==> src/rtl/cobalt_defs.sv <==
// Shared definitions for the multiply issue path.
// Provides the tag/data widths, the issue-queue entry record and a CDB
// tag-match helper used by both dispatch bypass and in-queue wakeup.
package cobalt_defs;

    localparam int unsigned TAG_W  = 6;
    localparam int unsigned DATA_W = 32;

    // One issue-queue slot: occupancy, per-operand readiness, values and tags.
    typedef struct packed {
        logic              valid;
        logic              rsready;
        logic              rtready;
        logic [DATA_W-1:0] rsdata;
        logic [DATA_W-1:0] rtdata;
        logic [TAG_W-1:0]  rstag;
        logic [TAG_W-1:0]  rttag;
        logic [TAG_W-1:0]  rdtag;
    } iq_entry_t;

    // True when a live CDB broadcast carries the tag an operand is waiting on.
    function automatic logic cdb_hit(input logic             bus_valid,
                                     input logic [TAG_W-1:0] bus_tag,
                                     input logic [TAG_W-1:0] wait_tag);
        return bus_valid && (bus_tag == wait_tag);
    endfunction

endpackage

==> src/rtl/mult_issue_select.sv <==
// Oldest-ready picker for the multiply issue queue.
// Ports:
//   ready_i    - per-entry ready bits, index 0 is the oldest entry
//   grant_c_o  - one-hot grant of the lowest-index ready entry (combinational)
//   found_c_o  - at least one entry is ready (combinational)
module mult_issue_select #(
    parameter int unsigned DEPTH = 4
) (
    input  logic [DEPTH-1:0] ready_i,
    output logic [DEPTH-1:0] grant_c_o,
    output logic             found_c_o
);

    // Priority scan from the oldest slot upward.
    always_comb begin
        logic hit;
        hit       = 1'b0;
        grant_c_o = '0;
        for (int i = 0; i < DEPTH; i++) begin
            if (ready_i[i] && !hit) begin
                grant_c_o[i] = 1'b1;
                hit          = 1'b1;
            end
        end
        found_c_o = hit;
    end

endmodule

==> src/rtl/mult_issue_queue.sv <==
// Out-of-order issue queue for the pipelined integer multiplier.
// Holds dispatched multiplies in a compacting oldest-first array, wakes
// operands from the CDB, issues the oldest ready entry through registered
// issuemult_* outputs and tracks the destination tag down the multiplier
// pipeline so multdone_* reports completion MULT_LATENCY cycles after issue.
// Build option: define MULTQ_FWD_SELECT_EN to let select see the current CDB
// broadcast directly (one cycle earlier wakeup-to-issue).
// Ports:
//   clk, reset (async, active-low)
//   dispatch_*        - one instruction write per cycle, dropped when full
//   issuequeue_full   - queue holds DEPTH entries
//   cdb_valid/tag/data- result broadcast used for wakeup and dispatch bypass
//   issuemult_*       - registered issue to the multiplier
//   multdone_valid/tag- completion of the op issued MULT_LATENCY cycles ago
module mult_issue_queue
    import cobalt_defs::*;
#(
    parameter int unsigned DEPTH        = 4,
    parameter int unsigned MULT_LATENCY = 4
) (
    input  logic              clk,
    input  logic              reset,
    input  logic              dispatch_enable,
    input  logic [DATA_W-1:0] dispatch_rsdata,
    input  logic              dispatch_rsvalid,
    input  logic [TAG_W-1:0]  dispatch_rstag,
    input  logic [DATA_W-1:0] dispatch_rtdata,
    input  logic              dispatch_rtvalid,
    input  logic [TAG_W-1:0]  dispatch_rttag,
    input  logic [TAG_W-1:0]  dispatch_rdtag,
    output logic              issuequeue_full,
    input  logic              cdb_valid,
    input  logic [TAG_W-1:0]  cdb_tag,
    input  logic [DATA_W-1:0] cdb_data,
    output logic              issuemult_enable,
    output logic [DATA_W-1:0] issuemult_rsdata,
    output logic [DATA_W-1:0] issuemult_rtdata,
    output logic [TAG_W-1:0]  issuemult_rdtag,
    output logic              multdone_valid,
    output logic [TAG_W-1:0]  multdone_tag
);

    localparam int unsigned CNT_W = $clog2(DEPTH + 1);

    iq_entry_t          ent_q [DEPTH];
    iq_entry_t          ent_d [DEPTH];
    iq_entry_t          woke  [DEPTH];
    iq_entry_t          new_ent;
    iq_entry_t          sel;
    logic [CNT_W-1:0]   count_q, count_d, wr_idx;
    logic               full_q, full_d;
    logic               accept;
    logic [DEPTH-1:0]   rs_hit, rt_hit, ready, grant;
    logic               found;

    logic               iss_en_q, iss_en_d;
    logic [DATA_W-1:0]  iss_rs_q, iss_rs_d;
    logic [DATA_W-1:0]  iss_rt_q, iss_rt_d;
    logic [TAG_W-1:0]   iss_tag_q, iss_tag_d;

    logic [MULT_LATENCY-1:0] done_v_q;
    logic [TAG_W-1:0]        done_tag_q [MULT_LATENCY];

    // Per-entry CDB match on operands still waiting, and select readiness.
    always_comb begin
        rs_hit = '0;
        rt_hit = '0;
        ready  = '0;
        for (int i = 0; i < DEPTH; i++) begin
            rs_hit[i] = ent_q[i].valid && !ent_q[i].rsready &&
                        cdb_hit(cdb_valid, cdb_tag, ent_q[i].rstag);
            rt_hit[i] = ent_q[i].valid && !ent_q[i].rtready &&
                        cdb_hit(cdb_valid, cdb_tag, ent_q[i].rttag);
`ifdef MULTQ_FWD_SELECT_EN
            ready[i]  = ent_q[i].valid &&
                        (ent_q[i].rsready || rs_hit[i]) &&
                        (ent_q[i].rtready || rt_hit[i]);
`else
            ready[i]  = ent_q[i].valid && ent_q[i].rsready && ent_q[i].rtready;
`endif
        end
    end

    mult_issue_select #(
        .DEPTH (DEPTH)
    ) u_select (
        .ready_i   (ready),
        .grant_c_o (grant),
        .found_c_o (found)
    );

    // Issue register next state; data holds when nothing is selected.
    always_comb begin
        sel = '0;
        for (int i = 0; i < DEPTH; i++) begin
            if (grant[i]) begin
                sel = ent_q[i];
            end
        end
        iss_en_d  = found;
        iss_rs_d  = iss_rs_q;
        iss_rt_d  = iss_rt_q;
        iss_tag_d = iss_tag_q;
        if (found) begin
`ifdef MULTQ_FWD_SELECT_EN
            // A selected operand that is not stored ready was woken by this broadcast.
            iss_rs_d = sel.rsready ? sel.rsdata : cdb_data;
            iss_rt_d = sel.rtready ? sel.rtdata : cdb_data;
`else
            iss_rs_d = sel.rsdata;
            iss_rt_d = sel.rtdata;
`endif
            iss_tag_d = sel.rdtag;
        end
    end

    // Incoming entry with same-cycle CDB bypass on waiting operands.
    always_comb begin
        new_ent         = '0;
        new_ent.valid   = 1'b1;
        new_ent.rstag   = dispatch_rstag;
        new_ent.rttag   = dispatch_rttag;
        new_ent.rdtag   = dispatch_rdtag;
        new_ent.rsready = 1'b1;
        new_ent.rtready = 1'b1;
        if (dispatch_rsvalid) begin
            new_ent.rsdata = dispatch_rsdata;
        end else if (cdb_hit(cdb_valid, cdb_tag, dispatch_rstag)) begin
            new_ent.rsdata = cdb_data;
        end else begin
            new_ent.rsready = 1'b0;
        end
        if (dispatch_rtvalid) begin
            new_ent.rtdata = dispatch_rtdata;
        end else if (cdb_hit(cdb_valid, cdb_tag, dispatch_rttag)) begin
            new_ent.rtdata = cdb_data;
        end else begin
            new_ent.rtready = 1'b0;
        end
    end

    // Wakeup, compaction past the issued slot, then dispatch at the new tail.
    always_comb begin
        logic shift;
        for (int i = 0; i < DEPTH; i++) begin
            woke[i] = ent_q[i];
            if (rs_hit[i]) begin
                woke[i].rsready = 1'b1;
                woke[i].rsdata  = cdb_data;
            end
            if (rt_hit[i]) begin
                woke[i].rtready = 1'b1;
                woke[i].rtdata  = cdb_data;
            end
        end

        shift = 1'b0;
        for (int i = 0; i < DEPTH - 1; i++) begin
            shift    = shift | grant[i];
            ent_d[i] = shift ? woke[i + 1] : woke[i];
        end
        ent_d[DEPTH-1] = (shift | grant[DEPTH-1]) ? '0 : woke[DEPTH-1];

        accept = dispatch_enable && !full_q;
        wr_idx = count_q - CNT_W'(found);
        for (int i = 0; i < DEPTH; i++) begin
            if (accept && (wr_idx == CNT_W'(i))) begin
                ent_d[i] = new_ent;
            end
        end

        count_d = count_q + CNT_W'(accept) - CNT_W'(found);
        full_d  = (count_d == CNT_W'(DEPTH));
    end

    // Queue, issue and completion-tracker state.
    always_ff @(posedge clk or negedge reset) begin
        if (!reset) begin
            for (int i = 0; i < DEPTH; i++) begin
                ent_q[i] <= '0;
            end
            count_q   <= '0;
            full_q    <= 1'b0;
            iss_en_q  <= 1'b0;
            iss_rs_q  <= '0;
            iss_rt_q  <= '0;
            iss_tag_q <= '0;
            done_v_q  <= '0;
            for (int i = 0; i < MULT_LATENCY; i++) begin
                done_tag_q[i] <= '0;
            end
        end else begin
            for (int i = 0; i < DEPTH; i++) begin
                ent_q[i] <= ent_d[i];
            end
            count_q       <= count_d;
            full_q        <= full_d;
            iss_en_q      <= iss_en_d;
            iss_rs_q      <= iss_rs_d;
            iss_rt_q      <= iss_rt_d;
            iss_tag_q     <= iss_tag_d;
            done_v_q[0]   <= iss_en_q;
            done_tag_q[0] <= iss_tag_q;
            for (int i = 1; i < MULT_LATENCY; i++) begin
                done_v_q[i]   <= done_v_q[i-1];
                done_tag_q[i] <= done_tag_q[i-1];
            end
        end
    end

    assign issuequeue_full  = full_q;
    assign issuemult_enable = iss_en_q;
    assign issuemult_rsdata = iss_rs_q;
    assign issuemult_rtdata = iss_rt_q;
    assign issuemult_rdtag  = iss_tag_q;
    assign multdone_valid   = done_v_q[MULT_LATENCY-1];
    assign multdone_tag     = done_tag_q[MULT_LATENCY-1];

endmodule

==> config.mk <==
export PLATFORM = sky130hd
export DESIGN_NAME = mult_issue_queue
export DESIGN_NICKNAME = d
export VERILOG_FILES = /design/src/rtl/cobalt_defs.sv /design/src/rtl/mult_issue_select.sv /design/src/rtl/mult_issue_queue.sv
export SDC_FILE = /design/constraint.sdc
export NUM_CORES = 1
export LEC_CHECK = 0
export CORE_ASPECT_RATIO = 2
export CORE_MARGIN = 5
export CORE_UTILIZATION = 64
export DETAILED_ROUTE_END_ITERATION = 8
export GPL_ROUTABILITY_DRIVEN = 0
export PLACE_DENSITY = 0.87
export SYNTH_ARGS = -nofsm -noshare
export SYNTH_HDL_FRONTEND = slang
export SYNTH_HIERARCHICAL = 1
export SYNTH_SLANG_ARGS = --single-unit
==> constraint.sdc <==
create_clock -name clk -period 8.4 [get_ports clk]
set_input_delay 1.26 -clock clk [delete_from_list [all_inputs] [get_ports clk]]
set_output_delay 1.26 -clock clk [all_outputs]
set_load 0.005 [all_outputs]
# Word-level counts from Yosys, hierarchy flattened
# Index checks and enable logic that the tools add are counted.
[totals]
latch_bits = 0
reg_bits = 443
mem_bits_rw = 0
n_memories = 0
romBits = 0
out_inout_bits = 79
in_bits = 126
[classes]
n_mux = 43
multipliers = 0
magnitude_cmp = 0
bitwise_logic = 3
n_addsub = 3
reduce_logical = 61
div = 0
eq_ne = 14
shifts = 0
[op_table]
columns = ["cell", "n"]
rows = [
  ["85-bit two-way mux", 8],
  ["32-bit two-way mux", 12],
  ["82-bit two-way mux", 4],
  ["6-bit == test", 10],
  ["1-bit logical AND", 42],
  ["1-bit two-way mux", 19],
  ["1-bit logical NOT", 12],
  ["2-bit nonzero test", 4],
  ["3-bit by 2-bit == test with 1-bit output, second input constant", 2],
  ["3-bit nonzero test", 2],
  ["3-bit by 1-bit subtractor with 3-bit output", 2],
  ["3-bit by 1-bit adder with 3-bit output", 1],
  ["3-bit by 1-bit == test with 1-bit output, second input constant", 1],
  ["3-bit == test, second input constant", 1],
  ["3-bit logical NOT", 1],
  ["1-bit OR", 3],
]

# Longest topological paths before layout
# Gate-level depths: netlist of run 1.
[logic_depth]
ltp_word = 16
ltp_mapped = 11

# Modules after synthesis
# The synthesis of run 1 kept the hierarchy.
[modules_own_cells]
columns = ["module", "cells_each", "area_per_inst_um2", "n_inst", "seq_area_each_um2"]
rows = [
  ["mult_issue_queue", 2634, 24344.6, 1, 11085.6],
  ["mult_issue_select", 5, 37.5, 1, 0.0],
]

# Least setup slack after synthesis of run 1
# Ideal clock, no wire load.
[synth_path]
kind = "reg-to-reg"
startpoint = "register ent_q[254] (netlist bit)"
endpoint = "register ent_q[274] (netlist bit)"
setup_ps = 121
t_arrival_ps = 3033
stages_incl_launch_ff = 11
slack_ps = 5246
required_ps = 8279
path_buffers = 2
path_cell_list = "dfrtp_1 -> and3_1 -> or4_1 -> ha_1 -> ha_1 -> inv_1 -> nor4_4 -> clkbuf_1 -> clkbuf_1 -> a21oi_1 -> a22o_1"
[synth_via]
elab_chain_cells = 14
word_cells_on_any_way = 19
[synth_rtl]
columns = ["element", "line", "text"]
rows = [
  ["from (decl)", "mult_issue_queue.sv:45", "iq_entry_t ent_q [DEPTH];"],
  ["from (signal, indexed assignment)", "mult_issue_queue.sv:194", "ent_q[i] <= ent_d[i];"],
  ["1-bit logical AND (*) (2 in a row)", "mult_issue_queue.sv:79", "ready[i] = ent_q[i].valid && ent_q[i].rsready && ent_q[i].rtready;"],
  ["net ready[1]", "mult_issue_queue.sv:53", "logic [DEPTH-1:0] rs_hit, rt_hit, ready, grant;"],
  ["1-bit logical AND (*)", "mult_issue_select.sv:20", "if (ready_i[i] && !hit) begin"],
  ["1-bit two-way mux (*)", "mult_issue_select.sv:20", ""],
  ["1-bit logical NOT", "mult_issue_select.sv:20", ""],
  ["1-bit logical AND", "mult_issue_select.sv:20", ""],
  ["1-bit two-way mux (*)", "mult_issue_select.sv:20", ""],
  ["1-bit logical NOT", "mult_issue_select.sv:20", ""],
  ["1-bit logical AND", "mult_issue_select.sv:20", ""],
  ["1-bit two-way mux (*)", "mult_issue_select.sv:20", ""],
  ["net found", "mult_issue_queue.sv:54", "logic found;"],
  ["3-bit by 1-bit subtractor with 3-bit output (*)", "mult_issue_queue.sv:165", "wr_idx = count_q - CNT_W'(found);"],
  ["3-bit logical NOT (*)", "mult_issue_queue.sv:167", "if (accept && (wr_idx == CNT_W'(i))) begin"],
  ["1-bit logical AND (*)", "mult_issue_queue.sv:167", ""],
  ["3-bit nonzero test (no line) / 85-bit two-way mux (equally long branches)", "n/a", ""],
]
# Mark *: on every way through the listed nets, which the timed path passes. The rest lies on a longest branch. The select of a mux whose other input is x is not followed.
# A chain may end at the register's enable or synchronous reset.

==> flow_metrics.tcl, run 1 <==
set metrics [dict create \
    syn-cell-area_um2 24380 \
    pwr-share-clk_pct 15.7 \
    fmax_ghz 0.1957 \
    synthDistinctLibCells 59 \
    rsz0062_at_grt "false" \
    worst_slew_pin_slew_ps 1342 \
    post_cts_buffers 0 \
    grt_pass1_vias 24940 \
    synth_cells 2639 \
    clock_skew_ps 25.97 \
    synth-async-reset-ratio_pct 100.0 \
    pin_count 205 \
    grt_max_degree 170 \
    power_frac_seq_pct 31.8 \
    via_per_inst 7.740 \
    hold_slack_ps 342.2 \
    cts_buffer_depth 3 \
    core-area_um2 37790 \
    drc 1 \
    rows 101 \
    ant_nets 0 \
    io_buffers 204 \
    final_common_cell "dfrtp_1" \
    cp-end-kind "register" \
    ff_latch_area_um2 11090 \
    avgSynthCellArea_um2 9.239 \
    synth_ff_type "dfrtp_1" \
    tritoncts "yes" \
    grt_pass1_wl_um 135000 \
    powerDensity_nw_per_um2 455.8 \
    cts.clk_slew.worst_paths_ps 70 \
    synth.net_count 2770 \
    drt-initial-drc-count 3393 \
    power.switching_w 0.005606 \
    fill_cells 2624 \
    cp.arrival_ps 5560 \
    cts_hold_buf 0 \
    min_period_ps 5109 \
    die_y_um 286.0 \
    p_leak_nw 10.93 \
    cts_resized 0 \
    vias 23995 \
    finalInstanceArea_um2 27650 \
    status "complete, but fails checks" \
    r2r_slack_ps 3290 \
    start_kind "register" \
    htree_levels 2 \
    clockRootBuffer "clkbuf_16" \
    initial_core_util_pct 64.53 \
    gr-total-overflow 0 \
    cts_inserted_buffers 40 \
    setup_violations 0 \
    failed_checks "DRC" \
    area_growth_pct 13.38 \
    finalHoldViolCount 0 \
    postLayoutCoreUtil_pct 73.16 \
    multi_input_area_um2 12070 \
    ys_ff_latch 443 \
    switching_share_pct 44.49 \
    intPower_w 0.006995 \
    cp.required_ps 8850 \
    tns_ps 0 \
    cts.sinks 443 \
    hold_class "register to register" \
    drive_gt1_share_pct 5.728 \
    placedInstanceArea_um2 26270 \
    synth_edf_count 0 \
    fin_crit_sh_pct 60.82 \
    worstPathMaxFanout 92 \
    critical_path_class "register to register" \
    nNetsFinal 2737 \
    ys_seq_area_share_pct 45.47 \
    dp_hpwl_um 50170 \
    wl_um 86980 \
    antenna_found_initial 3 \
    slew_viol_final 0 \
    ys_warn_count 6 \
    slew_headroom_pct 10.16 \
    cap_violations 0 \
    die_x_um 148.0 \
    peakVddDrop_uv 327.5 \
    dr.pass1.iters 9 \
    grt_usage_pct 40.05 \
    die-area_um2 42340 \
    clkLatencyLatePin_ps 580 \
    routedWlPerCell_um 28.06 \
    combPwrFrac_pct 52.5 \
    final_cell_mix "443 x dfrtp_1, 334 x a21oi_1, 235 x nor2_1, 202 x clkdlybuf4s50_1, 160 x o22ai_1" \
]
[worst paths after layout]
kind	to	cells after the start	start
setup / recovery	ent_q[145]$_DFF_PN0_	10	ent_q[254]$_DFFE_PN0P_
hold / removal	done_tag_q[16]$_DFF_PN0_	0	done_tag_q[22]$_DFF_PN0_
setup reg to reg	ent_q[145]$_DFF_PN0_	10	ent_q[254]$_DFFE_PN0P_
hold reg to reg	done_tag_q[16]$_DFF_PN0_	0	done_tag_q[22]$_DFF_PN0_
max in group asynchronous	ent_q[46]$_DFF_PN0_	2	reset
min in group asynchronous	done_tag_q[16]$_DFF_PN0_	1	reset
[power groups by stage]
stage / clock, W / combinational (W) / sequential (W)
after floorplan: 0 / 0.00446 / 0.00381
after global placement: 0 / 0.00606 / 0.00392
after detailed placement: 0 / 0.00635 / 0.00401
after CTS: 0.00197 / 0.00641 / 0.00398
after global routing: 0.00205 / 0.00706 / 0.00412
final: 0.00197 / 0.00662 / 0.00401
[sequential cells by signal, indices dropped and copies added, names as in the netlist]
register          cells
issuemult_rtdata     32
count_q               3
issuequeue_full       1
done_v_q              4
issuemult_enable      1
issuemult_rsdata     32
multdone_tag          6
issuemult_rdtag       6
done_tag_q           18
ent_q               340
[cells in the mapped netlist (all sizes together) (41+ instances only)]
cell type	n	area (um2)
a21oi	337	1690
a221oi	70	613.1
a22o	81	709.4
a31oi	57	356.6
and2	51	319.1
buf	77	390.4
clkbuf	244	915.9
dfrtp	443	11090
inv	43	161.4
mux2i	146	1461
nand2	98	367.9
nor2	239	899.6
nor2b	42	262.8
nor3	48	240.2
o211ai	65	488.0
o221ai	67	586.8
o22ai	160	1001
xor2	41	359.1
[routing by layer]
metal  vias to the layer above  part of all wire, %  global-route usage (%)
met4                         4                  9.6                   33.32
li1                       9810                    -                       -
met5                         -                0.039                       0
met3                       694                   13                   10.05
met1                     11364                   32                   47.15
met2                      2123                   45                   61.25
[worst max-delay path: stages, from the launching register on]
cell and delay (ps):
dfrtp_1 430, and3_1 260, or4_4 830, ha_1 310
ha_1 190, xor2_1 530, nor3_1 210, nand2_4 810
buf_4 840, o31ai_1 170, o32ai_1 340
[kinds of logic (layout without fill, tap and decap cells)]
| kind of cell | after synthesis | count (layout) | synth area share (%) |
|---|---|---|---|
| other | 0 | 1 | 0 |
| AO/OA/AOI/OAI | 1018 | 1018 | 28.03 |
| multiplexers | 146 | 146 | 5.994 |
| AND/OR/NAND/NOR | 599 | 599 | 11.90 |
| adder cells (fa/ha/maj) | 5 | 5 | 0.2874 |
| XOR/XNOR | 64 | 64 | 2.299 |
| buffers and inverters | 364 | 361 | 6.019 |
| flip-flops | 443 | 443 | 45.47 |
[layout make-up]
cell class	instances	share of cell area (%)
well taps	463	2.095
repair buffers	246	8.617
inverters	43	0.5838
clock buffers	53	4.164
multi-input cells	1832	43.66
clock inverters	19	0.7694
flip-flops and latches	443	40.10
diodes	1	0.009052
[stage by stage]
stage	power (W)	std cells	setup WS, ps
floorplan	0.008273	2639	5246
global placement	0.009987	3027	3430
detailed placement	0.01036	3027	3328
CTS	0.01236	3099	3408
global route	0.01323	3100	3068
finish	0.01260	3100	3291
Power figures use the tool's default switching activity.
==> inputs of run 2 (changes only) <==
Settings changed: CORE_UTILIZATION 64 to 59, PLACE_DENSITY 0.87 to 0.81.
Clock period 8.4 ns to 5.3 ns, I/O delays scaled along.
==> flow_metrics.tcl, run 2 (synthesis gave the netlist of run 1 again) <==
set metrics [dict create \
    vias 23801 \
    met2_usage_pct 58.56 \
    grt_usage_pct 37.07 \
    die-area_um2 45740 \
    hold_class "input port to async pin" \
    final_common_cell "dfrtp_1" \
    clkLatencyLatePin_ps 570 \
    nNetsFinal 2750 \
    cts.clk_slew.worst_paths_ps 70 \
    instances_no_fill 3184 \
    ant_nets 0 \
    clock_skew_ps 18.43 \
    power.total_w 0.02007 \
    initial_core_util_pct 59.48 \
    intPower_w 0.01120 \
    cts_resized 0 \
    finalHoldViolCount 0 \
    area_growth_pct 14.49 \
    rsz0062_at_grt "false" \
    ff_latch_area_um2 11090 \
    min_period_ps 4000 \
    cts.sinks 443 \
    start_kind "register" \
    cap_violations 0 \
    dp_hpwl_um 52940 \
    p_leak_nw 11.00 \
    power_frac_seq_pct 31.7 \
    cts_hold_buf 0 \
    postLayoutCoreUtil_pct 68.10 \
    regMostFlops "ent_q" \
    fmax_ghz 0.2500 \
    powerDensity_nw_per_um2 719.0 \
    peakVddDrop_uv 542.4 \
    gr-total-overflow 0 \
    tns_ps 0 \
    core-area_um2 40990 \
    die_y_um 297.5 \
    cp.required_ps 5690 \
    setup_violations 0 \
    combPwrFrac_pct 53.0 \
    fill_cells 3207 \
    grt_pass1_vias 24334 \
    final.setup.worst_slack_ps 1300 \
    top_usage_layer "met2" \
    largest_reg_flops 340 \
    tritoncts "yes" \
    drive_gt1_share_pct 6.120 \
    dr.pass1.iters 8 \
    slew_viol_final 0 \
    grt_max_degree 143 \
    pre_cts_ws_ps 1274 \
    cp-end-kind "register" \
    via_per_inst 7.475 \
    cts_inserted_buffers 41 \
    cp.arrival_ps 4390 \
    power.switching_w 0.008871 \
    die_x_um 153.7 \
    grt_pass1_wl_um 136200 \
    post_cts_buffers 0 \
    drc 0 \
    critical_path_class "register to register" \
    status "complete, no violations" \
    final_cell_mix "443 x dfrtp_1, 334 x a21oi_1, 235 x nor2_1, 202 x clkdlybuf4s50_1, 160 x o22ai_1" \
    cts_buffer_depth 3 \
    grtUsageMet1_pct 43.74 \
    io_buffers 204 \
    pin_count 205 \
    slew_headroom_pct 13.65 \
    multi_input_area_um2 12060 \
    drt-initial-drc-count 3085 \
    wl_um 88140 \
    worstPathMaxFanout 80 \
    clockRootBuffer "clkbuf_16" \
    worst_slew_pin_slew_ps 1289 \
    rows 105 \
    htree_levels 2 \
    routedWlPerCell_um 27.68 \
    pwr-share-clk_pct 15.3 \
    antenna_found_initial 2 \
    met3_usage_pct 9.434 \
    fin_crit_sh_pct 75.47 \
    switching_share_pct 44.20 \
    dp.cells 3111 \
]
## run 2: cell types whose count changed in the layout (fill, tap and decap cells not counted), moves of 3 or more
cell | before | now
buf_4 | 40 | 43
clkinv_2 | 10 | 5
buf_12 | 2 | 11
clkbuf_1 | 4 | 10
or3_1 | 4 | 1
or3_2 | 2 | 5
## run 2: final timing paths
kind	start	end	slack (ps)	depth (start not counted)
worst max-delay path	ent_q[338]$_DFFE_PN0P_	issuemult_rtdata[4]$_DFFE_PN0P_	1300	8
worst min-delay path	reset	done_tag_q[22]$_DFF_PN0_	220	1
worst max register to register	ent_q[338]$_DFFE_PN0P_	issuemult_rtdata[4]$_DFFE_PN0P_	1300	8
worst min register to register	done_tag_q[19]$_DFF_PN0_	done_tag_q[13]$_DFF_PN0_	350	0
max in group asynchronous	reset	ent_q[68]$_DFF_PN0_	3650	2
min in group clk	done_tag_q[19]$_DFF_PN0_	done_tag_q[13]$_DFF_PN0_	350	0
## run 2: area by class of cell
cell class	instances	area share, %
sequential	443	39.71
clock inverter	9	0.3944
timing repair buffer	258	9.260
multi-input combinational	1832	43.20
inverter	43	0.5782
antenna	2	0.01793
tap	535	2.398
clock buffer	62	4.433
## run 2: critical path, cell delays in order, from the launching register on
cell and delay (ps):
dfrtp_1 450, and3_1 370, buf_4 340, nor3b_2 310, buf_4 650, buf_4 800
a211oi_1 200, a21oi_1 470, a21oi_1 150
## run 2: layer usage
layer  share of wire, %  wire length [um]
met3                 13             11050
met4                8.7              7670
met1                 33             28910
met2                 46             40510
met5                  0                 0
## run 2: power by group through the flow
stage               sequential [W]  combinational (W)  clock, W
global placement           0.00625            0.00985         0
finish                     0.00636             0.0106   0.00308
global route               0.00654             0.0113   0.00320
detailed placement         0.00636             0.0103         0
floorplan                  0.00604            0.00707         0
CTS                        0.00633             0.0103   0.00308
## run 2: stage by stage
stage	instance area [um2]	hold slack, ps
after CTS	27910	276.0
after floorplan	24380	331.2
final	27910	221.9
after global routing	27910	305.1
after global placement	26560	331.6
after detailed placement	26560	334.7
